===== config.mk =====
export PLATFORM = sky130hd
export DESIGN_NAME = par_circular_fifo
export DESIGN_NICKNAME = d
export VERILOG_FILES = /design/src/rtl/par_circular_fifo.sv
export SDC_FILE = /design/constraint.sdc
export NUM_CORES = 1
export LEC_CHECK = 0
export ABC_CLOCK_PERIOD_IN_PS = 6550
export BUFFER_PORTS_ARGS = -buffer_cell sky130_fd_sc_hd__buf_2
export CAP_MARGIN = 30
export CORE_MARGIN = 10
export CORE_UTILIZATION = 40
export DETAILED_ROUTE_END_ITERATION = 6
export HOLD_SLACK_MARGIN = 0.05
export SYNTH_ARGS = -nofsm -noshare
export SYNTH_HDL_FRONTEND = slang
export SYNTH_SLANG_ARGS = --single-unit

===== constraint.sdc =====
create_clock -name clk -period 6.55 [get_ports clk]
set_clock_uncertainty 0.05 [all_clocks]
set_input_delay 0.3275 -clock clk [delete_from_list [all_inputs] [get_ports clk]]
set_output_delay 0.3275 -clock clk [all_outputs]
set_load 0.005 [all_outputs]

===== src/rtl/par_circular_fifo.sv =====
// par_circular_fifo
// -----------------------------------------------------------------------------
// Purpose : circular-buffer FIFO with asymmetric parallelism. Each accepted
//           write beat stores PAR_WRITE words. Each accepted read beat
//           retires PAR_READ words. The head words are presented
//           combinationally on dout (show-ahead). The buffer holds MEM_SIZE
//           words; MEM_SIZE need not be a power of two.
//
// Ports   : clk    in   clock; all state changes on the rising edge
//           rstn   in   synchronous active-low reset (also zeroes storage)
//           clear  in   synchronous flush (pointers/count only)
//           wen    in   write request, accepted when ready
//           ren    in   read request, accepted when valid
//           din    in   PAR_WRITE words, slice [SIZE-1:0] enqueued first
//           full   out  count == MEM_SIZE
//           empty  out  count == 0
//           ready  out  free space >= PAR_WRITE
//           valid  out  count >= PAR_READ
//           dout   out  PAR_READ head words, slice [SIZE-1:0] oldest; zero
//                       when !valid
//
// Optional: define FIFO_STATUS_EN to add these outputs:
//           level  out  current occupancy
//           ovf    out  sticky: write requested while !ready
//           udf    out  sticky: read requested while !valid
//           Reset or clear zeroes ovf and udf.
// -----------------------------------------------------------------------------
module par_circular_fifo #(
  parameter int SIZE      = 16,
  parameter int MEM_SIZE  = 8,
  parameter int PAR_WRITE = 4,
  parameter int PAR_READ  = 1
) (
  input  logic                      clk,
  input  logic                      rstn,
  input  logic                      clear,
  input  logic                      wen,
  input  logic                      ren,
  input  logic [PAR_WRITE*SIZE-1:0] din,
`ifdef FIFO_STATUS_EN
  output logic [$clog2(MEM_SIZE+1)-1:0] level,
  output logic                      ovf,
  output logic                      udf,
`endif
  output logic                      full,
  output logic                      empty,
  output logic                      ready,
  output logic                      valid,
  output logic [PAR_READ*SIZE-1:0]  dout
);

  localparam int CW = $clog2(MEM_SIZE + 1);
  localparam int IW = (MEM_SIZE > 1) ? $clog2(MEM_SIZE) : 1;

  localparam logic [CW-1:0] DEPTH_C = CW'(MEM_SIZE);
  localparam logic [CW-1:0] PW_C    = CW'(PAR_WRITE);
  localparam logic [CW-1:0] PR_C    = CW'(PAR_READ);
  localparam logic [IW:0]   DEPTH_I = (IW+1)'(MEM_SIZE);

  logic [SIZE-1:0] mem [MEM_SIZE];
  logic [IW-1:0]   wp;
  logic [IW-1:0]   rp;
  logic [CW-1:0]   count;

  logic wr_acc;
  logic rd_acc;

  // base is below MEM_SIZE and off is at most MEM_SIZE, so the sum is below
  // 2*MEM_SIZE and one conditional subtraction is an exact modulo.
  function automatic logic [IW-1:0] wrap_idx(input logic [IW-1:0] base,
                                             input logic [IW:0]   off);
    logic [IW:0] sum;
    sum = {1'b0, base} + off;
    if (sum >= DEPTH_I) begin
      sum = sum - DEPTH_I;
    end else begin
      sum = sum;
    end
    return sum[IW-1:0];
  endfunction

  // Status outputs are derived from the registered occupancy.
  assign full   = (count == DEPTH_C);
  assign empty  = (count == CW'(0));
  assign ready  = ((DEPTH_C - count) >= PW_C);
  assign valid  = (count >= PR_C);

  // Acceptance uses the pre-edge ready/valid, so a read and a write in the
  // same cycle are judged independently.
  assign wr_acc = wen && ready;
  assign rd_acc = ren && valid;

  // Storage, pointers and occupancy: reset > clear > read/write.
  always_ff @(posedge clk) begin
    if (!rstn) begin
      wp    <= '0;
      rp    <= '0;
      count <= '0;
      for (int i = 0; i < MEM_SIZE; i++) begin
        mem[i] <= '0;
      end
    end else if (clear) begin
      wp    <= '0;
      rp    <= '0;
      count <= '0;
    end else begin
      if (wr_acc) begin
        for (int i = 0; i < PAR_WRITE; i++) begin
          mem[wrap_idx(wp, (IW+1)'(i))] <= din[i*SIZE +: SIZE];
        end
        wp <= wrap_idx(wp, (IW+1)'(PAR_WRITE));
      end
      if (rd_acc) begin
        rp <= wrap_idx(rp, (IW+1)'(PAR_READ));
      end
      count <= count + (wr_acc ? PW_C : CW'(0)) - (rd_acc ? PR_C : CW'(0));
    end
  end

  // Show-ahead head words; dout is zero whenever it is not valid.
  always_comb begin
    dout = '0;
    if (valid) begin
      for (int j = 0; j < PAR_READ; j++) begin
        dout[j*SIZE +: SIZE] = mem[wrap_idx(rp, (IW+1)'(j))];
      end
    end else begin
      dout = '0;
    end
  end

`ifdef FIFO_STATUS_EN
  assign level = count;

  // Sticky overflow/underflow flags; reset and clear win over setting.
  always_ff @(posedge clk) begin
    if (!rstn) begin
      ovf <= 1'b0;
      udf <= 1'b0;
    end else if (clear) begin
      ovf <= 1'b0;
      udf <= 1'b0;
    end else begin
      if (wen && !ready) begin
        ovf <= 1'b1;
      end
      if (ren && !valid) begin
        udf <= 1'b1;
      end
    end
  end
`endif

endmodule


==> impl_metrics.ini, run 1 <==
[global_route]
grt_pass1_vias = 4323
grt_usage_pct = 14.1
grt_overflow = 0
antenna_found_initial = 0
grt_first_pass_wirelength_um = 23500
grt_max_degree = 69

[power_and_ir_drop]
leakagePower_nw = 2.81
p_per_area_mw_per_mm2 = 311
vdd_drop_max_mv = 0.185
total_power_mw = 2.34

[timing]
setup_violations = 0
finalHoldViolations = 0
setup_ws_ns = 3.49
min_period_ns = 3.06
slew-limit-headroom_pct = 34.3
rsz0062_at_grt = false
worst_slew_pin_slew_ns = 0.980
fin_tns_setup_ns = 0
max_freq_mhz = 327
min_period_over_period_pct = 46.7
maxSlewViolCount = 0

[layout]
final_nets = 611
drive_above_1_share_pct = 29.6
fin_cells = 766
num-fill-cells = 1409
area_delta_synth_final_pct = 18.3
num_antenna_cells = 0

[critical_path]
arrival_ns = 3.06
end_kind = flip-flop
critPathKind = reg -> reg
startpoint_type = flip-flop
crit_required_ns = 6.55
critPathMaxFanout = 68

[logic_synthesis]
async_flop_share_pct = 0
yosysWarnings = 0
synth_top_area_share_pct = 60.4
syn_inst = 462
syn_nets = 536
synthTopCellsByArea = edfxtp_1, mux4_2, and2_1, nand3_1, nor2_1
synth_edf_count = 128
synth_cell_types = 32
ys_seq_area_share_pct = 63.0
synthXorXnorAreaFrac_pct = 0.275
ys_seq_elements = 136
synth.top_cells.by_count = edfxtp_1, nor2_1, and2_1
postSynthAreaPerCell_um2 = 13.8
synth-compound-area-share_pct = 3.23
synth_top_family_by_area = simple AND/OR/NAND/NOR gates
syn-cell-area_mm2 = 0.00636
yosys.area.top_type = edfxtp_1
synthSimpleGateAreaFrac_pct = 17.1
synthAdderAreaFrac_pct = 1.10
ys.flop_type = edfxtp_1
yosysMostFrequentCell = edfxtp_1
synth_mux_area_share_pct = 11.5

[place]
dp_hpwl_um = 9210
dp_slack_ns = 3.47
gp_routability_congestion = 0.764
dp.cells = 733
port_buffers = 88

[clock_tree]
cts_resized = 0
clk_transition_reported_paths_ns = 0.05
clk_latency_ns = 0.41
cts_tree = done
post_cts_buffers = 0
hold_buffers = 0
cts_root_buf = clkbuf_16
clk_path_buf_depth = 2
htreeDepth = 4
cts_buffers = 17
cts_sinks = 136

[floorplanning]
die_h_um = 146
die_w_um = 146
placementRows = 46
num_io_pins = 89
initial_core_util_pct = 40.5
die_area_mm2 = 0.0213
core_area_mm2 = 0.0157

[route]
routed_wl_um = 14300
wire_per_inst_um = 18.7
vias_per_cell = 5.14
num_vias = 3940
drt-initial-drc-count = 220
drc = 0
ant_nets = 0
dr.pass1.iters = 4

[run_status]
status = completed

[min_path]
hp-class = in -> reg

[run]
cap_violations = 0
[final timing paths]
path	start	to	slack, ns	depth (start not counted)
setup / recovery	count[1]$_SDFF_PP0_	mem[0][7]$_SDFFCE_PN0P_	3.49	5
hold / removal	din[32]	mem[2][0]$_SDFFCE_PN0P_	0.16	2
setup reg to reg	count[1]$_SDFF_PP0_	mem[0][7]$_SDFFCE_PN0P_	3.49	5
hold reg to reg	rp[2]$_SDFFE_PP0P_	rp[2]$_SDFFE_PP0P_	0.46	2
[state kept, by name, summed over array words and instances, names as in the netlist]
register / cells
count: 4
wp: 1
rp: 3
mem: 128
[routing by layer]
| layer | track usage, % | wire length, µm | up-vias |
|---|---|---|---|
| li1 | - | - | 1857 |
| met4 | 4.50 | 165 | 0 |
| met3 | 4.51 | 776 | 13 |
| met5 | 0 | 0 | - |
| met2 | 23.4 | 7190 | 113 |
| met1 | 17.0 | 6170 | 1957 |
[placed cells by master (no fill, tap or decap), types with 2 or more instances in the layout]
cell type  count
nand2b_1       3
xor2_1         2
dfxtp_2        3
ha_1           4
nor2_1        71
buf_4          6
a22o_1        16
buf_2         88
mux4_2        32
inv_1          9
and2_1        68
edfxtp_1     128
dfxtp_1        5
clkbuf_1       6
clkbuf_8       7
nand3_1       64
clkbuf_16     17
[area by class of cell]
| cell class | count | area [µm²] | area share [%] |
|---|---|---|---|
| timing repair buffer | 95 | 505 | 6.72 |
| multi-input combinational | 278 | 2150 | 28.6 |
| clock inverter | 2 | 8.76 | 0.116 |
| sequential | 136 | 4010 | 53.3 |
| tap | 216 | 270 | 3.59 |
| inverter | 9 | 33.8 | 0.449 |
| clock buffer | 30 | 544 | 7.24 |
[per-stage QoR]
step | util, % | cell area, µm² | hold WS, ns
final | 47.9 | 7520 | 0.159
after global placement | 44.2 | 6950 | 0.443
after global routing | 47.9 | 7520 | 0.153
after CTS | 47.7 | 7500 | 0.142
after floorplan | - | 6360 | 0.417
after detailed placement | 44.2 | 6950 | 0.448
[critical path, stage by stage (launching register included)]
cell	delay [ns]
dfxtp_1	0.47
or4b_1	0.20
o211ai_1	0.10
buf_4	0.35
o31ai_4	0.79
buf_4	0.66
[where the power goes]
| part | switching [mW] | internal, mW | leakage [nW] |
|---|---|---|---|
| clock network | 0.328 | 0.553 | 0.272 |
| registers | 0.0321 | 1.03 | 1.41 |
| logic | 0.233 | 0.159 | 1.13 |
| total | 0.593 | 1.74 | 2.81 |
[kinds of logic (layout without fill, tap and decap cells)]
| group | after synthesis | count (layout) |
|---|---|---|
| AO/OA/AOI/OAI | 24 | 24 |
| buffers and inverters | 48 | 136 |
| XOR/XNOR | 2 | 2 |
| adder cells (fa/ha/maj) | 5 | 5 |
| AND/OR/NAND/NOR | 214 | 214 |
| multiplexers | 33 | 33 |
| flip-flops | 136 | 136 |
No activity file was read; power rests on OpenSTA's default activity.
==> inputs of run 2 (changes only) <==
ABC_CLOCK_PERIOD_IN_PS = 2900   (was 6550)
clock period = 2.9 ns   (was 6.55 ns; I/O delays follow)
==> run 2 against run 1 <==
Via count rose by 7.1%. Sequential power rose by 130%. Clock power rose by 130%. Sequential share of layout area fell by 5.0 points. Wire length rose by 6.9%. Hold slack got worse by 0.061 ns. Final area rose by 10%. Final cell count rose by 9.5%. Register-to-register slack got worse by 3.0 ns. Clock-buffer cell count fell by 11. Total power rose by 130%. Largest cell class unchanged.
==> impl_metrics.ini, run 2 (synthesis gave the netlist of run 1 again) <==
[min_path]
holdPathStages = 3
hp-class = in -> reg
hp-start = clear
min_to = count[1]$_SDFF_PP0_

[run]
cap_violations = 0

[power_and_ir_drop]
leakagePower_nw = 3.15
vdd_drop_max_mv = 0.449
total_power_mw = 5.43
p_per_area_mw_per_mm2 = 654

[critical_path]
critPathMaxFanout = 9
crit_required_ns = 2.71
r2r_start = count[1]$_SDFF_PP0_
end_kind = primary output
critPathKind = reg -> out
crit_slowest_cell = mux4_2
startpoint_type = flip-flop
arrival_ns = 2.18
cp_slowest_stage_delay_ns = 0.54
reg2reg_setup_slack_ns = 0.53
path_cells = buf_4 -> mux4_2 -> a22o_1 -> buf_2
reg2reg_to = count[3]$_SDFF_PP0_
startpoint = rp[0]$_SDFFE_PP0P_
rr_worst_depth = 8

[route]
num_vias = 4218
drt-initial-drc-count = 281
wire_per_inst_um = 18.2
ant_nets = 0
dr.pass1.iters = 6
vias_per_cell = 5.03
drc = 0
routed_wl_um = 15300

[layout]
fin_util_pct = 52.9
final_common_cell = edfxtp_1
largest_reg_flops = 128
top_register = mem
drive_above_1_share_pct = 28.4
final_nets = 684
fin_area_mm2 = 0.00831
reg_top3 = mem (128), count (4), rp (3)
num_antenna_cells = 0
final_cell_mix = edfxtp_1, buf_2, nor2_1, and2_1, dlygate4sd3_1
area_delta_synth_final_pct = 30.6

[place]
dp_slack_ns = 0.535
port_buffers = 88
gp_routability_congestion = 0.784
dp_hpwl_um = 9720
placed_area_mm2 = 0.00711

[global_route]
grt_first_pass_wirelength_um = 24800
grt_usage_pct = 14.7
grt_overflow = 0
grt_pass1_vias = 4609
antenna_found_initial = 0
grt_max_degree = 66

[run_status]
status = completed

[timing]
min_period_ns = 2.38
rsz0062_at_grt = false
worst_slew_pin_slew_ns = 0.699
slew-limit-headroom_pct = 53.4
finalHoldViolations = 0
setup_violations = 0
maxSlewViolCount = 0
min_period_over_period_pct = 82.0
setup_ws_ns = 0.523
hold_ws_ns = 0.0986
max_freq_mhz = 421

[clock_tree]
clk_path_buf_depth = 2
cts_root_buf = clkbuf_16
cts_resized = 0
htreeDepth = 4
cts_buffers = 17
post_cts_buffers = 0
clk_latency_ns = 0.41
clk_transition_reported_paths_ns = 0.06
cts_tree = done
hold_buffers = 65
cts_sinks = 136

[floorplanning]
die_w_um = 146
initial_core_util_pct = 40.5
core_area_mm2 = 0.0157
die_h_um = 146
placementRows = 46
num_io_pins = 89
die_area_mm2 = 0.0213
==> run 2: cell types whose count changed in the layout (fill, tap and decap cells not counted), sizes merged <==
cell,before,now
clkbuf,30,19
clkinvlp,0,1
buf,95,103
bufinv,0,2
dlygate4sd3,0,65
clkinv,2,10
==> run 2: per-layer routing <==
layer	part of all wire (%)	global-route usage, %	vias up
li1	-	-	2004
met1	42	18.0	2074
met2	51	24.5	128
met3	5.1	3.58	12
met4	1.2	5.96	0
met5	0	0	-
==> run 2: final cells by class <==
class                           instances  area [µm²]
Multi-Input combinational cell        278        2160
Tap cell                              216         270
Clock buffer                           19         433
Sequential cell                       136        4020
Clock inverter                         13         111
Inverter                                9        33.8
Fill cell                            1319        7410
Timing Repair Buffer                  168        1290
==> run 2: worst max-delay path by stage <==
stage / slack (ns) / end
after detailed placement: 0.54 / count[3]$_SDFF_PP0_
after global routing: 0.32 / count[3]$_SDFF_PP0_
after CTS: 0.47 / dout[12]
after global placement: 0.57 / mem[0][8]$_SDFFCE_PN0P_
final: 0.52 / dout[12]
after floorplan: -0.12 / mem[0][0]$_SDFFCE_PN0P_
==> run 2: critical path, delay by kind of cell, from the launching register on <==
family | cells | cell delay (ns)
buf+inv | 2 | 0.44
flops | 1 | 0.53
mux | 1 | 0.54
compound gates | 1 | 0.25
==> run 2: where the power goes <==
| part | internal [mW] | switching, mW | total (mW) |
|---|---|---|---|
| registers | 2.33 | 0.0834 | 2.42 |
| logic | 0.462 | 0.544 | 1.01 |
| clock network | 1.24 | 0.768 | 2.01 |
| total | 4.04 | 1.40 | 5.43 |
==> run 2: metrics by stage <==
| step | TNS [ns] | instances |
|---|---|---|
| finish | 0 | 839 |
| global route | 0 | 839 |
| CTS | 0 | 839 |
| detailed placement | 0 | 742 |
| global placement | 0 | 740 |
| floorplan | -7.55 | 462 |
